===== src/rtl/mem_access_unit_if.sv =====
`default_nettype none
// ============================================================================
// Module      : mem_access_unit_if
// Description : Pipeline request/response and word-memory bus bundle for the
//               MEM-stage load/store controller.
// Revision    : 1.0 - initial release
// ============================================================================
interface mem_access_unit_if;
   // pipeline request side
   logic        req;
   logic        is_store;
   logic [1:0]  size;
   logic        is_unsigned;
   logic [31:0] addr;
   logic [31:0] wdata;
   // pipeline response side
   logic        busy;
   logic        done;
   logic        err;
   logic [31:0] rdata;
   // DataMemory side
   logic        ReadMem;
   logic        WriteMem;
   logic [31:0] Addr;
   logic [31:0] mem_wdata;
   logic [31:0] mem_rdata;

   // the load/store controller
   modport slave (
      input  req, is_store, size, is_unsigned, addr, wdata, mem_rdata,
      output busy, done, err, rdata, ReadMem, WriteMem, Addr, mem_wdata
   );

   // pipeline plus memory, seen from outside the controller
   modport master (
      output req, is_store, size, is_unsigned, addr, wdata, mem_rdata,
      input  busy, done, err, rdata, ReadMem, WriteMem, Addr, mem_wdata
   );
endinterface
`default_nettype wire


===== src/rtl/mem_access_unit.sv =====
`default_nettype none
// ============================================================================
// Module      : mem_access_unit
// Description : MEM-stage load/store controller for a word-only DataMemory.
//               Byte/half stores use read-modify-write; loads are extracted
//               (big-endian lanes) and sign/zero extended.
// Revision    : 1.0 - initial release
// ============================================================================
module mem_access_unit #(
   parameter int RD_LAT = 0
) (
   input  wire logic          clk,
   input  wire logic          rst_n,
   mem_access_unit_if.slave   bus
);

   typedef enum logic [1:0] {
      ST_IDLE  = 2'd0,
      ST_READ  = 2'd1,
      ST_WRITE = 2'd2,
      ST_DONE  = 2'd3
   } state_t;

   localparam logic [1:0] c_rd_last = RD_LAT[1:0];
   localparam logic [1:0] c_sz_byte = 2'b00;
   localparam logic [1:0] c_sz_half = 2'b01;
   localparam logic [1:0] c_sz_word = 2'b10;

   state_t      r_state;
   state_t      w_state_nxt;

   logic        r_is_store;
   logic [1:0]  r_size;
   logic        r_unsigned;
   logic [1:0]  r_off;
   logic [31:0] r_wdata;
   logic [1:0]  r_rd_cnt;
   logic        r_err;
   logic [31:0] r_rdata;
   logic [31:0] r_addr;
   logic [31:0] r_mem_wdata;

   logic        w_accept;
   logic        w_bad;
   logic        w_read_last;
   logic [7:0]  w_lane_byte;
   logic [15:0] w_lane_half;
   logic [31:0] w_load_val;
   logic [31:0] w_merged;

   assign w_accept    = (r_state == ST_IDLE) && bus.req;
   assign w_bad       = (bus.size == 2'b11) ||
                        ((bus.size == c_sz_half) && bus.addr[0]) ||
                        ((bus.size == c_sz_word) && (bus.addr[1:0] != 2'b00));
   assign w_read_last = (r_state == ST_READ) && (r_rd_cnt == c_rd_last);

   // State register; async reset so enables derived from state drop at once
   always_ff @(posedge clk or negedge rst_n) begin
      if (!rst_n) r_state <= ST_IDLE;
      else        r_state <= w_state_nxt;
   end

   // Next-state logic; word stores skip the read, errors go straight to DONE
   always_comb begin
      w_state_nxt = r_state;
      case (r_state)
         ST_IDLE: begin
            if (bus.req) begin
               if (w_bad)                                     w_state_nxt = ST_DONE;
               else if (bus.is_store && bus.size == c_sz_word) w_state_nxt = ST_WRITE;
               else                                           w_state_nxt = ST_READ;
            end
         end
         ST_READ: begin
            if (w_read_last) w_state_nxt = r_is_store ? ST_WRITE : ST_DONE;
         end
         ST_WRITE: w_state_nxt = ST_DONE;
         ST_DONE:  w_state_nxt = ST_IDLE;
         default:  w_state_nxt = ST_IDLE;
      endcase
   end

   // Lane extraction and load extension from the word on the memory bus
   always_comb begin
      w_lane_byte = bus.mem_rdata[31:24];
      case (r_off)
         2'd0: w_lane_byte = bus.mem_rdata[31:24];
         2'd1: w_lane_byte = bus.mem_rdata[23:16];
         2'd2: w_lane_byte = bus.mem_rdata[15:8];
         2'd3: w_lane_byte = bus.mem_rdata[7:0];
         default: w_lane_byte = bus.mem_rdata[31:24];
      endcase
      w_lane_half = r_off[1] ? bus.mem_rdata[15:0] : bus.mem_rdata[31:16];
      case (r_size)
         c_sz_byte: w_load_val = {{24{~r_unsigned & w_lane_byte[7]}}, w_lane_byte};
         c_sz_half: w_load_val = {{16{~r_unsigned & w_lane_half[15]}}, w_lane_half};
         default:   w_load_val = bus.mem_rdata;
      endcase
   end

   // Read-modify-write merge: replace only the addressed lane
   always_comb begin
      w_merged = bus.mem_rdata;
      if (r_size == c_sz_byte) begin
         case (r_off)
            2'd0: w_merged[31:24] = r_wdata[7:0];
            2'd1: w_merged[23:16] = r_wdata[7:0];
            2'd2: w_merged[15:8]  = r_wdata[7:0];
            2'd3: w_merged[7:0]   = r_wdata[7:0];
            default: w_merged = bus.mem_rdata;
         endcase
      end else if (r_size == c_sz_half) begin
         if (r_off[1]) w_merged[15:0]  = r_wdata[15:0];
         else          w_merged[31:16] = r_wdata[15:0];
      end
   end

   // Request latch, read capture, write-data and result registers
   always_ff @(posedge clk or negedge rst_n) begin
      if (!rst_n) begin
         r_is_store  <= 1'b0;
         r_size      <= 2'b00;
         r_unsigned  <= 1'b0;
         r_off       <= 2'b00;
         r_wdata     <= 32'd0;
         r_rd_cnt    <= 2'd0;
         r_err       <= 1'b0;
         r_rdata     <= 32'd0;
         r_addr      <= 32'd0;
         r_mem_wdata <= 32'd0;
      end else if (w_accept) begin
         r_is_store <= bus.is_store;
         r_size     <= bus.size;
         r_unsigned <= bus.is_unsigned;
         r_off      <= bus.addr[1:0];
         r_wdata    <= bus.wdata;
         r_rd_cnt   <= 2'd0;
         r_err      <= w_bad;
         if (w_bad) begin
            r_rdata <= 32'd0;
         end else begin
            r_addr <= {bus.addr[31:2], 2'b00};
            if (bus.is_store && bus.size == c_sz_word) r_mem_wdata <= bus.wdata;
         end
      end else if (r_state == ST_READ) begin
         r_rd_cnt <= r_rd_cnt + 2'd1;
         if (w_read_last) begin
            if (r_is_store) r_mem_wdata <= w_merged;
            else            r_rdata     <= w_load_val;
         end
      end
   end

   assign bus.busy      = (r_state != ST_IDLE);
   assign bus.done      = (r_state == ST_DONE);
   assign bus.err       = (r_state == ST_DONE) && r_err;
   assign bus.rdata     = r_rdata;
   assign bus.ReadMem   = (r_state == ST_READ);
   assign bus.WriteMem  = (r_state == ST_WRITE);
   assign bus.Addr      = r_addr;
   assign bus.mem_wdata = r_mem_wdata;

endmodule
`default_nettype wire


===== src/flat_wrapper.sv =====
// flat-port wrapper written by rule: the top's interface ports become plain ports
module mem_access_unit_flat 
#(
   parameter int RD_LAT = 0
)
  (clk, rst_n, bus_req, bus_is_store, bus_size, bus_is_unsigned, bus_addr, bus_wdata, bus_mem_rdata, bus_busy, bus_done, bus_err, bus_rdata, bus_ReadMem, bus_WriteMem, bus_Addr, bus_mem_wdata);
  mem_access_unit_if bus_i ();
  input  wire logic clk;
  input  wire logic rst_n;
  input wire logic [$bits(bus_i.req)-1:0] bus_req;
  input wire logic [$bits(bus_i.is_store)-1:0] bus_is_store;
  input wire logic [$bits(bus_i.size)-1:0] bus_size;
  input wire logic [$bits(bus_i.is_unsigned)-1:0] bus_is_unsigned;
  input wire logic [$bits(bus_i.addr)-1:0] bus_addr;
  input wire logic [$bits(bus_i.wdata)-1:0] bus_wdata;
  input wire logic [$bits(bus_i.mem_rdata)-1:0] bus_mem_rdata;
  output wire logic [$bits(bus_i.busy)-1:0] bus_busy;
  output wire logic [$bits(bus_i.done)-1:0] bus_done;
  output wire logic [$bits(bus_i.err)-1:0] bus_err;
  output wire logic [$bits(bus_i.rdata)-1:0] bus_rdata;
  output wire logic [$bits(bus_i.ReadMem)-1:0] bus_ReadMem;
  output wire logic [$bits(bus_i.WriteMem)-1:0] bus_WriteMem;
  output wire logic [$bits(bus_i.Addr)-1:0] bus_Addr;
  output wire logic [$bits(bus_i.mem_wdata)-1:0] bus_mem_wdata;
  assign bus_i.req = bus_req;
  assign bus_i.is_store = bus_is_store;
  assign bus_i.size = bus_size;
  assign bus_i.is_unsigned = bus_is_unsigned;
  assign bus_i.addr = bus_addr;
  assign bus_i.wdata = bus_wdata;
  assign bus_i.mem_rdata = bus_mem_rdata;
  assign bus_busy = bus_i.busy;
  assign bus_done = bus_i.done;
  assign bus_err = bus_i.err;
  assign bus_rdata = bus_i.rdata;
  assign bus_ReadMem = bus_i.ReadMem;
  assign bus_WriteMem = bus_i.WriteMem;
  assign bus_Addr = bus_i.Addr;
  assign bus_mem_wdata = bus_i.mem_wdata;
  mem_access_unit #(.RD_LAT(RD_LAT)) u_core (.clk(clk), .rst_n(rst_n), .bus(bus_i));
endmodule

===== config.mk =====
export PLATFORM = sky130hd
export DESIGN_NAME = mem_access_unit_flat
export DESIGN_NICKNAME = d
export VERILOG_FILES = /design/src/rtl/mem_access_unit_if.sv /design/src/rtl/mem_access_unit.sv /design/src/flat_wrapper.sv
export SDC_FILE = /design/constraint.sdc
export NUM_CORES = 1
export LEC_CHECK = 0
export CAP_MARGIN = 15
export CORE_UTILIZATION = 35
export CTS_CLUSTER_SIZE = 25
export DETAILED_ROUTE_END_ITERATION = 6
export PLACE_DENSITY = 0.67
export SYNTH_ARGS = -nofsm -noshare
export SYNTH_HDL_FRONTEND = slang
export SYNTH_SLANG_ARGS = --single-unit

===== constraint.sdc =====
create_clock -name clk -period 2 [get_ports clk]
set_input_delay 0.4 -clock clk [delete_from_list [all_inputs] [get_ports clk]]
set_output_delay 0.4 -clock clk [all_outputs]
set_load 0.05 [all_outputs]

# Word-level counts from Yosys, hierarchy flattened
# Cells that the tools add are included.
dict set report word_totals {
  ff_bits 121
  word_cells 83
}
dict set report op_classes {
  n_addsub 1
  eq_ne 16
  mux 30
  n_bitwise 4
  n_reduce_logical 21
}
# operator n
set ops {}
lappend ops {{$mux 32} 13}
lappend ops {{$pmux 32 s2} 1}
lappend ops {{$mux 16} 3}
lappend ops {{$mux 8} 4}
lappend ops {{$pmux 8 s4} 1}
lappend ops {{$eq 2x2->1 const B} 6}
lappend ops {{$mux 2} 6}
lappend ops {{$ne 2x2->1 const B} 5}
lappend ops {{$reduce_bool 2->1} 5}
lappend ops {{$eq 2x1->1 const B} 4}
lappend ops {{$logic_not 2->1} 4}
lappend ops {{$pmux 2 s4} 1}
lappend ops {{$logic_and 1x1->1} 6}
lappend ops {{$reduce_and 5->1} 1}
lappend ops {{$reduce_and 2->1} 2}
lappend ops {{$reduce_and 4->1} 1}
lappend ops {{$add 2x1->2 const B} 1}
lappend ops {{$and 1x1->1} 2}
lappend ops {{$logic_or 1x1->1} 2}
lappend ops {{$ne 2x1->1 const B} 1}
lappend ops {{$not 1->1} 2}
lappend ops {{$mux 1} 1}

# Logic depth before layout (Yosys ltp)
# Gate-level depths: netlist (run 1).
dict set report depth {
  ltp_word 8
  ltp_mapped 9
  depth_no_buf 6
}

# Least setup slack after synthesis (run 1)
# Ideal clock, no wire load.
dict set report synth_path {
  kind {reg2reg}
  from {register u_core.r_state[1]}
  to {register u_core.r_rdata[21] (netlist: u_core.bus.rdata[21])}
  setup_time_ns 0.065
  arrival_ns 2.220
  required_ns 1.935
  slack_ns -0.285
  path_stages_with_launch 9
  n_path_buf 2
  path_cell_list {dfrtp_1 -> inv_1 -> ha_1 -> buf_2 -> and2b_1 -> nand3_2 -> nor2_1 -> buf_2 -> a221o_2}
}
dict set report synth_via {
  elab_chain_cells 4
  elab_cells_between_ends 10
  classes_between {3 x eq/ne; 1 x mux; 6 x reduce/logical}
}
# item line
set synth_rtl {}
lappend synth_rtl {{from (decl)} mem_access_unit.sv:29} ;# state_t r_state;
lappend synth_rtl {{from (signal assigned)} mem_access_unit.sv:60} ;# else r_state <= w_state_nxt;
lappend synth_rtl {{$eq 2x1->1 *} n/a}
lappend synth_rtl {{via bus_ReadMem} flat_wrapper.sv:21} ;# output wire logic [$bits(bus_i.ReadMem)-1:0] bus_ReadMem;
lappend synth_rtl {{$logic_and 1x1->1} mem_access_unit.sv:55} ;# assign w_read_last = (r_state == ST_READ) && (r_rd_cnt == c_rd_last);
lappend synth_rtl {{$reduce_bool 2->1 (no line)} n/a}
lappend synth_rtl {{$reduce_and 4->1 (no line) *} n/a}
lappend synth_rtl {{to (signal assigned)} mem_access_unit.sv:149} ;# else r_rdata <= w_load_val;
lappend synth_rtl {{to (decl)} mem_access_unit.sv:39} ;# logic [31:0] r_rdata;
# The timed path passes the listed nets; every way through them passes the cells marked *.
# A chain may end at the register's enable or synchronous reset.

# Worst setup path in the final report (run 1)
dict set report layout_path {
  from {register u_core.r_off[1]}
  to {register u_core.r_mem_wdata[1] (netlist: u_core.bus.mem_wdata[1])}
}
dict set report layout_via {
  elab_chain_cells 7
  elab_cells_between_ends 9
  classes_between {1 x eq/ne; 8 x mux}
}
# item line
set layout_rtl {}
lappend layout_rtl {{from (decl)} mem_access_unit.sv:35} ;# logic [1:0] r_off;
lappend layout_rtl {{from (signal assigned)} mem_access_unit.sv:135} ;# r_off <= bus.addr[1:0];
lappend layout_rtl {{$eq 2x2->1 / $mux 16 (equally long branches)} {mem_access_unit.sv:105, mem_access_unit.sv:113}}
lappend layout_rtl {{$mux 8 / $mux 32 (equally long branches)} {mem_access_unit.sv:105, mem_access_unit.sv:112}}
lappend layout_rtl {{$mux 32 *} mem_access_unit.sv:104} ;# if (r_size == c_sz_byte) begin
lappend layout_rtl {{$mux 32 *} mem_access_unit.sv:148} ;# if (r_is_store) r_mem_wdata <= w_merged;
lappend layout_rtl {{$mux 32 *} mem_access_unit.sv:147} ;# if (w_read_last) begin
lappend layout_rtl {{$mux 32 *} mem_access_unit.sv:145} ;# end else if (r_state == ST_READ) begin
lappend layout_rtl {{$mux 32 *} mem_access_unit.sv:131} ;# end else if (w_accept) begin
lappend layout_rtl {{to (signal assigned)} mem_access_unit.sv:143} ;# if (bus.is_store && bus.size == c_sz_word) r_mem_wdata <= bus.wdata;
lappend layout_rtl {{to (signal assigned)} mem_access_unit.sv:148}
lappend layout_rtl {{to (decl)} mem_access_unit.sv:41} ;# logic [31:0] r_mem_wdata;
# Mark *: on every way between the ends. The rest lies on a longest branch, timed or not. The select of a mux whose other input is x is not followed.

==> metrics.md, run 1 <==
| Metric | Value |
|---|---|
| Status | `finished clean` |
| EDFF count, synth | `0` |
| Worst-path maximum fanout | `14` |
| Die height | `133 um` |
| Hpwl dp | `15,200 um` |
| Avg Cell Area, Syn | `slightly below 10 um2` |
| Cell repeated most along the worst path | `buf_4` |
| Final Hold Vio Count | `0` |
| Fin crit share | `98.5%` |
| Total wire length | `20,500 um` |
| Final setup fails | `0` |
| Avg Vias per Cell | `5.38` |
| Setup crit end kind | `register` |
| Slew headroom | `61.1%` |
| Max-slew violations | `0` |
| IR drop worst, VDD | `1060 uV` |
| First-pass GRT wire length | `32,000 um` |
| Main flop type after synthesis | `dfrtp_1` |
| Max Cap Viol | `0` |
| Initial antenna violation count | `0` |
| CP Class | `reg -> reg` |
| Sequential area share after synthesis | `approximately 50%` |
| Root buffer cell | `clkbuf_16` |
| Crit path cell chain | `buf_4 -> nor2b_1 -> buf_4 -> a21oi_1 -> a311oi_1 -> o21ai_0` |
| Tot GR Track Use | `23.7%` |
| Routed vias | `5,730` |
| GP Congestion | `0.899` |
| Power Internal | `8930 uW` |
| Initial Utilization | `approximately 36%` |
| Area Growth Syn to Fin | `51.9%` |
| H-tree depth | `4` |
| Fin crit period | `1.97 ns` |
| TritonCTS buffer count | `17` |
| Place WS | `-0.431 ns` |
| Largest net degree at the start of global routing | `56` |
| Final Power | `16,900 uW` |
| DRC Markers | `0` |
| Clk_lat worst skew | `0.42 ns` |
| Antenna-violating nets left | `0` |
| Fraction of layout cells with a size suffix above 1 | `20.9%` |
| Filler Cell Count | `about 1,500` |
| 1st-pass router iterations | `5` |
| Worst path slowest cell | `dfrtp_1` |
| Clock skew | `0.00750 ns` |
| Sw Ratio | `47.1%` |
| Total grt overflow | `0` |
| CP max stage delay | `0.46 ns` |
| Worst-path clk slew | `roughly 0.050 ns` |
| Num rows | `47` |
| Port buffer count | `around 200` |
| # clock sinks | `about 120` |
| Hold WC Path Type | `reg -> reg` |
| Die area | `17,800 um2` |
| CP arrival | `2.25 ns` |
| Cells after synthesis | `624` |
| Clock tree buffer depth | `2` |
| Synthesized flop and latch total | `121` |
| Clock power frac | `17.7%` |
| Maximum clock frequency | `0.507 GHz` |
| Post-Syn Area | `6050 um2` |
| CP startpoint kind | `register` |
| Data required, critical path | `2.28 ns` |
| Transition time of the tightest slew-check pin | `0.581 ns` |
| Die width | `about 130 um` |
| Starting DRT DRC Count | `350` |
| Synth cell types | `56` |
| Antenna diode count | `0` |
| PD cells | `1840 nW/um2` |
| TritonCTS clock tree | `built` |
| Synth async-reset ratio | `100%` |
| Leakage | `0.00454 uW` |
| Sequential power share | `26.4%` |
| Top Ports | `204` |
| Unrepaired setup endpoints after global routing | `true` |
| Nets@finish | `947` |
| Synthesis Warnings | `0` |
| Switching power | `7950 uW` |
| Core area | `16,800 um2` |
| Min setup slack post-route | `0.0292 ns` |
| Combinational fraction of design power | `a little under three fifths` |
| Routed wire per std cell | `19.2 um` |
| Vias in the first global route | `5,944` |
-- registers in the layout, indices dropped and copies added (netlist names) --
name,flops
u_core.bus.mem_wdata,32
u_core.bus.rdata,32
u_core.bus.Addr,30
u_core.r_wdata,16
u_core.r_off,2
u_core.r_rd_cnt,2
u_core.r_size,2
u_core.r_state,2
u_core.r_err,1
u_core.r_is_store,1
u_core.r_unsigned,1
-- layout make-up --
| class | count | area (um2) | area share, % |
|---|---|---|---|
| flip-flops and latches | 121 | 3030 | 33.0 |
| multi-input cells | 434 | 2750 | 29.9 |
| repair buffers | 249 | 2510 | 27.3 |
| clock buffers | 24 | 502 | 5.46 |
| well taps | 220 | 275 | 2.99 |
| clock inverters | 3 | 65.1 | 0.708 |
| inverters | 15 | 56.3 | 0.612 |
-- per-stage QoR --
stage                     TNS, ns  utilization (%)  std cells  area, um2  hold WS, ns
final                           0             54.9       1066       9190        0.472
after global routing       -0.231             54.9       1066       9190        0.503
after CTS                       0             54.2       1066       9090        0.473
after detailed placement   -12.66             50.7       1037       8500        0.380
after floorplan                 0                -        625       6070        0.104
after global placement      -6.92             50.7       1037       8500        0.371
-- cell families (layout without fill, tap and decap cells) --
kind of cell             after synthesis  count (layout)  share of synthesized area, %
other                                  1               2                        0.0620
buffers and inverters                 70             291                          5.25
adder cells (fa/ha/maj)                6               6                          1.24
flip-flops                           121             121                          50.0
XOR/XNOR                               1               1                         0.145
AO/OA/AOI/OAI                        198             198                          22.9
multiplexers                          33              33                          6.18
AND/OR/NAND/NOR                      194             194                          14.1
-- worst max-delay path: cells and delay by family (launching register included) --
family	cells	cell delay, ns
AOI/OAI and AO/OA	3	0.63
buffers and inverters	2	0.49
DFF	1	0.46
and+or+nand+nor	1	0.26
-- per-layer routing --
layer	vias up	share of wire [%]	wire [um]	GRT usage [%]
met4	0	3.4	697	10.9
met2	264	50	10200	39.9
met5	-	0	0	0
li1	2672	-	-	-
met1	2750	40	8090	28.1
met3	44	7.4	1520	6.43
-- power by group through the flow --
stage / Combinational, uW / Clock (uW) / Sequential [uW]
finish: 9450 / 2980 / 4450
global route: 10000 / 3130 / 4590
CTS: 9510 / 3030 / 4460
detailed placement: 9540 / 0 / 4480
global placement: 9400 / 0 / 4440
floorplan: 3340 / 0 / 7170
-- what timing repair did --
action | CTS | global route
hold endpoints to repair | 31 | 0
gates resized for setup | 17 | 42
pin swaps | 1 | 0
hold buffers | 1 | 0
setup endpoints to repair | 33 | 62
setup buffers | 1 | 0
-- cells in the mapped netlist, types with 2 or more instances --
master / n / area (um2)
buf_1: 4 / 15.0
nor2_1: 22 / 82.6
nand2_1: 124 / 465
o311ai_0: 6 / 52.6
a22oi_2: 2 / 25.0
dfrtp_1: 121 / 3030
ha_1: 6 / 75.1
and3_1: 8 / 50.1
a21oi_1: 27 / 135
o21ai_0: 66 / 330
or3_1: 2 / 12.5
mux2_2: 31 / 349
nand3_1: 10 / 50.1
a32oi_1: 6 / 52.6
o21ai_1: 2 / 10.0
a211oi_1: 9 / 67.6
buf_2: 14 / 70.1
buf_4: 4 / 30.0
o22ai_1: 2 / 12.5
inv_1: 15 / 56.3
buf_6: 3 / 33.8
a22o_1: 7 / 61.3
a31oi_1: 9 / 56.3
nand2b_1: 2 / 12.5
a221o_1: 3 / 30.0
nor4_1: 2 / 12.5
nor3_1: 9 / 45.0
a221o_2: 13 / 146
clkbuf_1: 30 / 113
a32o_1: 7 / 70.1
o21a_1: 8 / 60.1
a221oi_1: 8 / 70.1
a21o_1: 9 / 67.6
a311oi_1: 9 / 78.8
and2_1: 3 / 18.8
-- path summary, 6_finish.rpt --
check | startpoint | to | slack [ns] | cells past startpoint
max | u_core.r_off[1] | u_core.bus.mem_wdata[1] | 0.03 | 6
min | u_core.bus.rdata[11] | u_core.bus.rdata[11] | 0.47 | 1
max reg2reg | u_core.r_off[1] | u_core.bus.mem_wdata[1] | 0.03 | 6
min reg2reg | u_core.bus.rdata[11] | u_core.bus.rdata[11] | 0.47 | 1
max in group asynchronous | rst_n | u_core.bus.rdata[11] | 0.86 | 3
min in group asynchronous | rst_n | u_core.bus.Addr[25] | 0.49 | 2
-- layout by cell type, fill, tap and decap left out, types with 14 or more instances in the layout --
master and instances:
nand2_1 123, dfrtp_1 118, clkdlybuf4s50_1 110, buf_4 74
o21ai_0 65, dlymetal6s2s_1 37, mux2_2 31, a21oi_1 27
nor2_1 21, clkbuf_16 17, inv_1 15, dlygate4sd2_1 14
Note: power is estimated with default switching activity, not from simulation.
==> run 2: changes to the inputs <==
--- a/config.mk
+++ b/config.mk
@@ -5,11 +5,11 @@
 export SDC_FILE = /design/constraint.sdc
 export NUM_CORES = 1
 export LEC_CHECK = 0
-export CAP_MARGIN = 15
-export CORE_UTILIZATION = 35
+export CAP_MARGIN = 30
+export CORE_UTILIZATION = 42
 export CTS_CLUSTER_SIZE = 25
 export DETAILED_ROUTE_END_ITERATION = 6
-export PLACE_DENSITY = 0.67
+export PLACE_DENSITY = 0.78
 export SYNTH_ARGS = -nofsm -noshare
 export SYNTH_HDL_FRONTEND = slang
 export SYNTH_SLANG_ARGS = --single-unit
==> run 2 against run 1 <==
Net effect:
- the flow now finishes with violations (DRC)
- first-iteration DRC count grew 65%
- sequential share of layout area shrank 0.080 points
- clock power grew 5%
- power grew 1.6%
- die area shrank 16%
- via count grew 3.8%
- design area grew 0.29%
- non-clock buffer count grew 3
- largest power group unchanged
- highest routed layer unchanged
==> metrics.md, run 2 (same netlist as run 1, synthesis figures left out) <==
| Metric | Value |
|---|---|
| Status | `finished, violations left` |
| Failing checks | `DRC` |
| DR WL met3 | `approximately 1700 um` |
| Final instance area | `between 9000 and 10,000 um2` |
| Die width | `122 um` |
| Final Hold Vio Count | `0` |
| Largest net degree at the start of global routing | `65` |
| Fin crit share | `~98%` |
| CP Class | `reg -> out` |
| Fraction of layout cells with a size suffix above 1 | `20.9%` |
| Hold WC Path Type | `in -> async` |
| Die area | `14,900 um2` |
| Routed wire per std cell | `19.5 um` |
| CP startpoint kind | `register` |
| Final Non-Filler Cells | `1,033` |
| Tot GR Track Use | `around 28%` |
| Port buffer count | `201` |
| Initial antenna violation count | `0` |
| Nets@finish | `950` |
| Placed inst area | `approximately 8500 um2` |
| Die height | `122 um` |
| Clock tree buffer depth | `2` |
| Setup crit end kind | `output pin` |
| Routed vias | `5,949` |
| H-tree depth | `4` |
| Leading cell types in the layout, fill and taps excluded | `nand2_1 (124), clkdlybuf4s50_1 (117), dfrtp_1 (117), buf_4 (71), o21ai_0 (65)` |
| Initial Utilization | `43.3%` |
| Slew headroom | `64.3%` |
| Vias in the first global route | `approximately 5,900` |
| Data required, critical path | `1.60 ns` |
| Antenna-violating nets left | `0` |
| Top Ports | `204` |
| Core Util, Final | `65.9%` |
| # clock sinks | `between 100 and 150` |
| Top sig layer | `met4` |
| CP delay by family, top | `buffers and inverters` |
| Filler Cell Count | `1,145` |
| Max-slew violations | `0` |
| Total wire length | `20,100 um` |
| Hold WS | `0.435 ns` |
| Avg Vias per Cell | `~5.8` |
| Maximum clock frequency | `between 0.5 and 0.6 GHz` |
| Total grt overflow | `0` |
| M1 wire length | `7850 um` |
| Root buffer cell | `clkbuf_16` |
| Max Cap Viol | `0` |
| Num rows | `43` |
| First-pass GRT wire length | `31,400 um` |
| GP Congestion | `0.896` |
| TritonCTS buffer count | `17` |
| DRC Markers | `1` |
| Met2 WL post-DR | `9740 um` |
| Core area | `14,000 um2` |
| Crit path cell chain | `clkdlybuf4s50_1` |
| Antenna diode count | `0` |
| Commonest non-fill, non-tap cell in the layout | `nand2_1` |
| IR drop worst, VDD | `between 1000 and 1500 uV` |
| Worst path slowest cell | `clkdlybuf4s50_1` |
| Unrepaired setup endpoints after global routing | `true` |
| CP max stage delay | `0.81 ns` |
| Clk_lat worst skew | `0.41 ns` |
| Min setup slack post-route | `0.0406 ns` |
| Transition time of the tightest slew-check pin | `around 0.54 ns` |
| Hpwl dp | `roughly 15,000 um` |
| CP arrival | `1.56 ns` |
| TritonCTS clock tree | `built` |
| Leakage | `0.00453 uW` |
| Worst path buffer plus inverter count | `1` |
| PD cells | `between 1500 and 2000 nW/um2` |
| FF+latch area | `3030 um2` |
| Clock skew | `0.00798 ns` |
| Placed insts | `about 1,000` |
| Area Growth Syn to Fin | `52.4%` |
| 1st-pass router iterations | `7` |
| Place WS | `-0.390 ns` |
| Multi-input gate area | `2750 um2` |
| Starting DRT DRC Count | `576` |
| Worst-path maximum fanout | `2` |
| Fin crit period | `1.96 ns` |
| Final setup fails | `0` |
| Worst-path clk slew | `approximately 0.05 ns` |
==> run 2: changes by cell type in the layout (fill, tap and decap cells not counted), sizes merged <==
cell,before,now
clkinv,1,2
bufinv,2,3
buf,87,86
clkinvlp,0,2
clkdlybuf4s50,110,117
dlymetal6s2s,37,34
==> run 2: path summary, 6_finish.rpt <==
check	slack (ns)	cells after the start	from	endpoint
max	0.04	1	u_core.bus.Addr[19]	bus_Addr[19]
min	0.43	2	rst_n	u_core.bus.mem_wdata[26]
max reg2reg	0.09	8	u_core.r_state[1]	u_core.bus.rdata[15]
min reg2reg	0.47	1	u_core.bus.rdata[14]	u_core.bus.rdata[14]
max in group asynchronous	0.88	3	rst_n	u_core.r_size[1]
min in group clk	0.47	1	u_core.bus.rdata[14]	u_core.bus.rdata[14]
==> run 2: layer usage <==
metal / track usage (%) / vias up
met1: 34.0 / 2858
met5: 0 / -
met2: 45.8 / 339
met3: 7.77 / 61
li1: - / 2691
met4: 13.8 / 0
==> run 2: stage by stage <==
step | TNS [ns] | total power [uW]
after floorplan | 0 | 10500
after global placement | -5.17 | 13900
after detailed placement | -8.77 | 14100
after CTS | 0 | 17200
after global routing | -0.196 | 18000
final | 0 | 17100
==> run 2: repair_timing <==
| item | in CTS | in global routing |
|---|---|---|
| hold endpoints to repair | 21 | 0 |
| resized for setup | 15 | 42 |
| pin swaps | 1 | 0 |
| endpoints found under the setup margin | 30 | 61 |
| hold buffers | 1 | 0 |
| setup buffers | 1 | 0 |
==> run 2: layout make-up <==
| type | instances | area share (%) |
|---|---|---|
| multi-input cells | 434 | 29.8 |
| well taps | 180 | 2.44 |
| clock buffers | 24 | 5.33 |
| inverters | 15 | 0.611 |
| clock inverters | 7 | 1.25 |
| repair buffers | 252 | 27.7 |
| flip-flops and latches | 121 | 32.9 |
==> run 2: where the power goes <==
group          internal [uW]  total (uW)  switching [uW]  leakage (uW)
combinational           3450        9560            6110       0.00273
sequential              3580        4440             866       0.00151
clock                   2080        3140            1060      0.000292
total                   9110       17100            8040       0.00453
==> run 3: changes to the inputs <==
--- a/config.mk
+++ b/config.mk
@@ -7,7 +7,7 @@
 export LEC_CHECK = 0
 export CAP_MARGIN = 30
 export CORE_UTILIZATION = 42
-export CTS_CLUSTER_SIZE = 25
+export CTS_CLUSTER_SIZE = 16
 export DETAILED_ROUTE_END_ITERATION = 6
 export PLACE_DENSITY = 0.78
 export SYNTH_ARGS = -nofsm -noshare
==> results of run 3 <==
Same layout as run 2: the final DEF is identical, and so are final timing and power.
